### src/rtl/contador_seq_ctrl.sv
// contador_seq_ctrl: synchronous command sequencer for a 4-bit up/down counter.
// The controller turns CLEAR / LOAD / UP-by-N / DOWN-by-N commands into
// width-controlled pulses on the counter's asynchronous pins (MR, PL, CPU, CPD, P).
// When each command ends, it snapshots Q and flags a terminal-count wrap.
// It also compares Q against an internal shadow count.
// Every output comes from a register, so no input reaches an output combinationally.
module contador_seq_ctrl #(
  parameter int PULSE_W    = 1,  // cycles per pulse phase, 1..15
  parameter int SETTLE_CYC = 1   // idle cycles before Q is sampled, 1..15
) (
  input  logic       i_clk,
  input  logic       i_rst_n,
  input  logic       i_cmd_valid,
  output logic       o_cmd_ready,
  input  logic [1:0] i_cmd_op,
  input  logic [3:0] i_cmd_data,
  output logic       o_mr,
  output logic       o_pl,
  output logic       o_cpu,
  output logic       o_cpd,
  output logic [3:0] o_p,
  input  logic [3:0] i_q,
  input  logic       i_tcu,
  input  logic       i_tcd,
  output logic       o_done,
  output logic [3:0] o_q_snap,
  output logic       o_wrap,
  output logic       o_mismatch
);

  typedef enum logic [2:0] {
    S_IDLE,
    S_CLR,
    S_LD,
    S_CLK_LO,
    S_CLK_HI,
    S_SETTLE,
    S_FIN
  } state_t;

  localparam logic [1:0] OP_CLEAR = 2'b00;
  localparam logic [1:0] OP_LOAD  = 2'b01;

  // Phase counters run from 0 up to these values inclusive.
  localparam logic [3:0] PW_LAST = 4'(PULSE_W - 1);
  localparam logic [3:0] ST_LAST = 4'(SETTLE_CYC - 1);

  state_t     r_state;
  logic [3:0] r_cnt;
  logic [3:0] r_rem;
  logic       r_is_down;
  logic       r_wrap_seen;
  logic [3:0] r_shadow;
  logic       r_shadow_valid;
  logic       r_ready;
  logic       r_mr;
  logic       r_pl;
  logic       r_cpu;
  logic       r_cpd;
  logic [3:0] r_p;
  logic       r_done;
  logic [3:0] r_q_snap;
  logic       r_wrap;
  logic       r_mismatch;

  logic       w_accept;
  logic       w_pw_end;
  logic       w_st_end;
  logic [3:0] w_rem_dec;
  logic       w_tc_low;

  assign w_accept  = i_cmd_valid && r_ready && (r_state == S_IDLE);
  assign w_pw_end  = (r_cnt == PW_LAST);
  assign w_st_end  = (r_cnt == ST_LAST);
  assign w_rem_dec = r_rem - 4'd1;
  // Terminal count of the direction in use (both pins are active low).
  assign w_tc_low  = r_is_down ? ~i_tcd : ~i_tcu;

  // Main sequencer: state, phase timing and all registered pin/status outputs.
  always_ff @(posedge i_clk or negedge i_rst_n) begin
    if (!i_rst_n) begin
      r_state     <= S_IDLE;
      r_cnt       <= 4'd0;
      r_rem       <= 4'd0;
      r_is_down   <= 1'b0;
      r_wrap_seen <= 1'b0;
      r_ready     <= 1'b1;
      r_mr        <= 1'b0;
      r_pl        <= 1'b1;
      r_cpu       <= 1'b1;
      r_cpd       <= 1'b1;
      r_p         <= 4'd0;
      r_done      <= 1'b0;
      r_q_snap    <= 4'd0;
      r_wrap      <= 1'b0;
      r_mismatch  <= 1'b0;
    end else begin
      r_done <= 1'b0;
      case (r_state)
        S_IDLE: begin
          if (w_accept) begin
            r_ready     <= 1'b0;
            r_wrap_seen <= 1'b0;
            r_cnt       <= 4'd0;
            r_is_down   <= i_cmd_op[0];
            r_rem       <= i_cmd_data;
            case (i_cmd_op)
              OP_CLEAR: begin
                r_mr    <= 1'b1;
                r_state <= S_CLR;
              end
              OP_LOAD: begin
                r_p     <= i_cmd_data;
                r_pl    <= 1'b0;
                r_state <= S_LD;
              end
              default: begin
                if (i_cmd_data != 4'd0) begin
                  // The first clock fall happens on the acceptance edge.
                  if (i_cmd_op[0]) r_cpd <= 1'b0;
                  else             r_cpu <= 1'b0;
                  r_state <= S_CLK_LO;
                end else begin
                  r_state <= S_SETTLE;
                end
              end
            endcase
          end
        end

        S_CLR: begin
          if (w_pw_end) begin
            r_mr    <= 1'b0;
            r_cnt   <= 4'd0;
            r_state <= S_SETTLE;
          end else begin
            r_cnt <= r_cnt + 4'd1;
          end
        end

        S_LD: begin
          if (w_pw_end) begin
            r_pl    <= 1'b1;
            r_cnt   <= 4'd0;
            r_state <= S_SETTLE;
          end else begin
            r_cnt <= r_cnt + 4'd1;
          end
        end

        S_CLK_LO: begin
          // The counter only flags terminal count while its clock is low.
          if (w_tc_low) r_wrap_seen <= 1'b1;
          if (w_pw_end) begin
            r_cpu   <= 1'b1;
            r_cpd   <= 1'b1;
            r_cnt   <= 4'd0;
            r_state <= S_CLK_HI;
          end else begin
            r_cnt <= r_cnt + 4'd1;
          end
        end

        S_CLK_HI: begin
          if (w_pw_end) begin
            r_rem <= w_rem_dec;
            r_cnt <= 4'd0;
            if (w_rem_dec != 4'd0) begin
              if (r_is_down) r_cpd <= 1'b0;
              else           r_cpu <= 1'b0;
              r_state <= S_CLK_LO;
            end else begin
              r_state <= S_SETTLE;
            end
          end else begin
            r_cnt <= r_cnt + 4'd1;
          end
        end

        S_SETTLE: begin
          if (w_st_end) begin
            r_done     <= 1'b1;
            r_q_snap   <= i_q;
            r_wrap     <= r_wrap_seen;
            r_mismatch <= r_shadow_valid && (i_q != r_shadow);
            r_state    <= S_FIN;
          end else begin
            r_cnt <= r_cnt + 4'd1;
          end
        end

        S_FIN: begin
          r_ready <= 1'b1;
          r_state <= S_IDLE;
        end

        default: begin
          r_mr    <= 1'b0;
          r_pl    <= 1'b1;
          r_cpu   <= 1'b1;
          r_cpd   <= 1'b1;
          r_ready <= 1'b1;
          r_state <= S_IDLE;
        end
      endcase
    end
  end

  // Shadow of the expected counter value, advanced when each command is accepted.
  always_ff @(posedge i_clk or negedge i_rst_n) begin
    if (!i_rst_n) begin
      r_shadow       <= 4'd0;
      r_shadow_valid <= 1'b0;
    end else if (w_accept) begin
      case (i_cmd_op)
        OP_CLEAR: begin
          r_shadow       <= 4'd0;
          r_shadow_valid <= 1'b1;
        end
        OP_LOAD: begin
          r_shadow       <= i_cmd_data;
          r_shadow_valid <= 1'b1;
        end
        2'b10:   r_shadow <= r_shadow + i_cmd_data;
        default: r_shadow <= r_shadow - i_cmd_data;
      endcase
    end
  end

  assign o_cmd_ready = r_ready;
  assign o_mr        = r_mr;
  assign o_pl        = r_pl;
  assign o_cpu       = r_cpu;
  assign o_cpd       = r_cpd;
  assign o_p         = r_p;
  assign o_done      = r_done;
  assign o_q_snap    = r_q_snap;
  assign o_wrap      = r_wrap;
  assign o_mismatch  = r_mismatch;

endmodule

### config.mk
export PLATFORM = sky130hd
export DESIGN_NAME = contador_seq_ctrl
export DESIGN_NICKNAME = d
export VERILOG_FILES = /design/src/rtl/contador_seq_ctrl.sv
export SDC_FILE = /design/constraint.sdc
export NUM_CORES = 1
export LEC_CHECK = 0
export BUFFER_PORTS_ARGS = -buffer_cell sky130_fd_sc_hd__buf_2
export CORE_ASPECT_RATIO = 1.25
export CORE_MARGIN = 2
export CORE_UTILIZATION = 52
export CTS_CLUSTER_SIZE = 8
export DETAILED_ROUTE_END_ITERATION = 7
export GPL_TIMING_DRIVEN = 0
export PLACE_DENSITY_LB_ADDON = 0.25
export SETUP_SLACK_MARGIN = 0.2
export SYNTH_ARGS = -nofsm -noshare
export SYNTH_HDL_FRONTEND = slang
export SYNTH_SLANG_ARGS = --single-unit
### constraint.sdc
create_clock -name i_clk -period 4.95 [get_ports i_clk]
set_input_delay 0 -clock i_clk [delete_from_list [all_inputs] [get_ports i_clk]]
set_output_delay 0 -clock i_clk [all_outputs]
set_load 0.02 [all_outputs]
==> flow_summary_export.csv <==
group,metric,value,unit
clocking,clk_root_buffer_cell,"clkbuf_8",
floorplanning,boundaryPins,31,
routing,wl_per_cell,15.0,um
clocking,clk_latency,0.29,ns
cells_and_area,final_nets,292,
clocking,cts_resized,0,
cells_and_area,fillers,323,
yosys,synth_nets,250,
yosys,synth-seq-cells,34,
flow_run,cap_violations,0,
floorplanning,initial_core_util,54.3,%
floorplanning,die_h,74.3,um
yosys,syn_area,0.00205,mm2
global_route,grt_max_degree,35,
floorplanning,core,0.00378,mm2
timing,final.setup.tns,0,ns
routing,drt-total-wl,4840,um
clocking,cts_sinks,34,
cells_and_area,fin_area,0.00246,mm2
yosys,syn_area_per_cell,9.09,um2
yosys,synth_top_area_share,36.5,%
floorplanning,rows,25,
placement,io_buffers,30,
yosys,synth_ff_type,"dfrtp_1",
yosys,syn_inst,226,
timing,period_share,43.6,%
placement,dp_cells,310,
power,leakage,1.12,nW
placement,place.gp.congestion,0.781,
placement,dp_slack,2.82,ns
timing,tightestPinTransition,0.765,ns
routing,post-route-drc-count,0,
timing,setup_viol,0,
critical_path,crit_chain,"inv_1 -> ha_1 -> or3b_2 -> buf_2 -> a21oi_1 -> a211oi_1 -> a21oi_1 -> o22ai_1",
critical_path,critical_path_class,"reg -> reg",
clocking,clockBufferDepth,2,
global_route,grt_use_total,23.8,%
floorplanning,dieArea,0.00447,mm2
yosys,synth-seq-area-share,41.7,%
timing,worst_slack,2.79,ns
placement,hpwl,3470,um
critical_path,worstPathMaxFanout,10,
timing,slew_viol_final,0,
global_route,antenna_found_initial,0,
global_route,grt_pass1_vias,1788,
yosys,synth_edf_count,0,
critical_path,reg2reg_depth,8,
yosys,synthTopCellsByArea,"dfrtp_1 (37%), dfstp_2 (5.1%), a21oi_1 (4.9%)",
yosys,synth_warnings,0,
yosys,async_flop_share,100,%
critical_path,cp_common_cell,"a21oi_1",
critical_path,critPathMaxStageDelay,0.48,ns
critical_path,worstSetupEndpointType,"flop",
clocking,post-cts-setup-buffers,0,
critical_path,critPathLaunchType,"flop",
cells_and_area,drive_above_1_share,22.7,%
cells_and_area,areaGrowthSynthToFinish,19.7,%
floorplanning,die_w,60.2,um
clocking,tritoncts,"done",
yosys,yosys.area.top_type,"dfrtp_1",
cells_and_area,antenna_cells,0,
timing,max_slew_margin,48.4,%
cells_and_area,instances_no_fill,323,
routing,drt_first_iter_violations,89,
timing,finalHoldViolations,0,
routing,routed-via-count,1853,
power,power_density,672,mW/mm2
timing,skew,0.00951,ns
worst_hold_path,worstHoldPathCells,3,
critical_path,worstPathArrival,2.38,ns
timing,rsz0062_at_grt,"false",
placement,post_dp_cell_area,0.00227,mm2
critical_path,critPathRequiredTime,5.17,ns
worst_hold_path,min_path_type,"in -> reg",
routing,first_pass_iters,4,
status,outcome,"completed",
yosys,yosys-top-cells-count,"dfrtp_1 (30), a21oi_1 (20), inv_1 (19), nand2_1 (19), nor2_1 (18)",
clocking,clk_pin_slew,0.08,ns
yosys,synth.distinct_cells,50,
clocking,ctsHtreeMaxLevel,2,
critical_path,worst_path_max_delay_cell,"a211oi_1",
routing,antenna_left,0,
power,finalPower,1.65,mW
global_route,grt-ovfl-total,0,
power,vdd_drop_max,0.317,mV
clocking,cts_buffers,5,
timing,layout_min_cycle_time,2.16,ns
routing,viasPerCell,5.74,
timing,fmax,0.463,GHz
yosys,synth_most_common_cell,"dfrtp_1",
global_route,grt_pass1_wl,8050,um
routing by layer:
layer	global-route usage [%]	up-vias	part of all wire (%)
li1	-	898	-
met1	29.1	892	44
met3	5.04	11	4.7
met5	0	-	0
met4	9.38	0	2.6
met2	40.5	52	49
power breakdown:
group	switching [mW]	internal (mW)	total, mW	leakage, nW
clock network	0.113	0.202	0.315	0.0683
logic	0.485	0.331	0.816	0.644
registers	0.107	0.416	0.523	0.406
total	0.705	0.949	1.65	1.12
stage by stage:
step / util, % / hold slack (ns)
after floorplan: - / -0.296
after global placement: 60.0 / 0.117
after detailed placement: 60.0 / 0.123
after CTS: 65.0 / 0.0552
after global routing: 65.0 / 0.0604
final: 65.0 / 0.0505
area by class of cell:
| class | instances | area, um2 | share of cell area, % |
|---|---|---|---|
| Clock inverter | 3 | 68.8 | 2.80 |
| Sequential cell | 34 | 856 | 34.8 |
| Multi-Input combinational cell | 165 | 1090 | 44.5 |
| Buffer | 8 | 33.8 | 1.37 |
| Clock buffer | 5 | 68.8 | 2.80 |
| Timing Repair Buffer | 35 | 200 | 8.14 |
| Inverter | 19 | 71.3 | 2.90 |
| Tap cell | 54 | 67.6 | 2.75 |
registers in the layout, summed over array words and instances (netlist names), 3 cells and up:
signal    count
o_p           4
o_q_snap      4
r_cnt         4
r_rem         4
r_shadow      4
r_state       3
critical path, delay by kind of cell, from the launching register on:
kind            cells  cell delay [ns]
buf+inv             2             0.31
fa+ha+maj           1             0.21
simple gates        1             0.22
flops               1             0.47
compound gates      4             0.87
path summary, 6_finish.rpt:
| check | from | endpoint | slack [ns] |
|---|---|---|---|
| worst max-delay path | r_cnt[0] | r_cnt[2] | 2.79 |
| worst min-delay path | i_cmd_data[1] | o_p[1] | 0.05 |
| worst max register to register | r_cnt[0] | r_cnt[2] | 2.79 |
| worst min register to register | r_shadow_valid | r_shadow_valid | 0.47 |
| max in group asynchronous | i_rst_n | r_cnt[3] | 4.11 |
| min in group asynchronous | i_rst_n | o_q_snap[0] | 0.33 |
kinds of logic after synthesis:
| kind of cell | Yosys count | share of synthesized area, % |
|---|---|---|
| buffers and inverters | 27 | 5.12 |
| AO/OA/AOI/OAI | 70 | 22.1 |
| XOR/XNOR | 6 | 2.56 |
| multiplexers | 9 | 4.87 |
| adder cells (fa/ha/maj) | 9 | 5.85 |
| AND/OR/NAND/NOR | 71 | 17.8 |
| flip-flops | 34 | 41.7 |
cell usage in the layout, fill, tap and decap left out, types with 3 or more instances in the layout:
cell,instances
dfstp_2,4
ha_1,8
clkbuf_1,5
or3_1,4
nand3_1,4
clkbuf_8,5
buf_2,33
dfrtp_1,30
or2_2,3
o21ai_0,17
inv_1,19
o21a_1,3
dlygate4sd3_1,5
mux2_2,8
nand2_1,19
o22ai_1,3
nor3_1,8
xor2_1,5
a21o_1,4
a21oi_1,20
nor2_1,18
what timing repair did:
action,CTS,global route
hold endpoints to repair,34,0
endpoints found under the setup margin,0,0
hold buffers,5,0
Power figures use the tool's default switching activity.
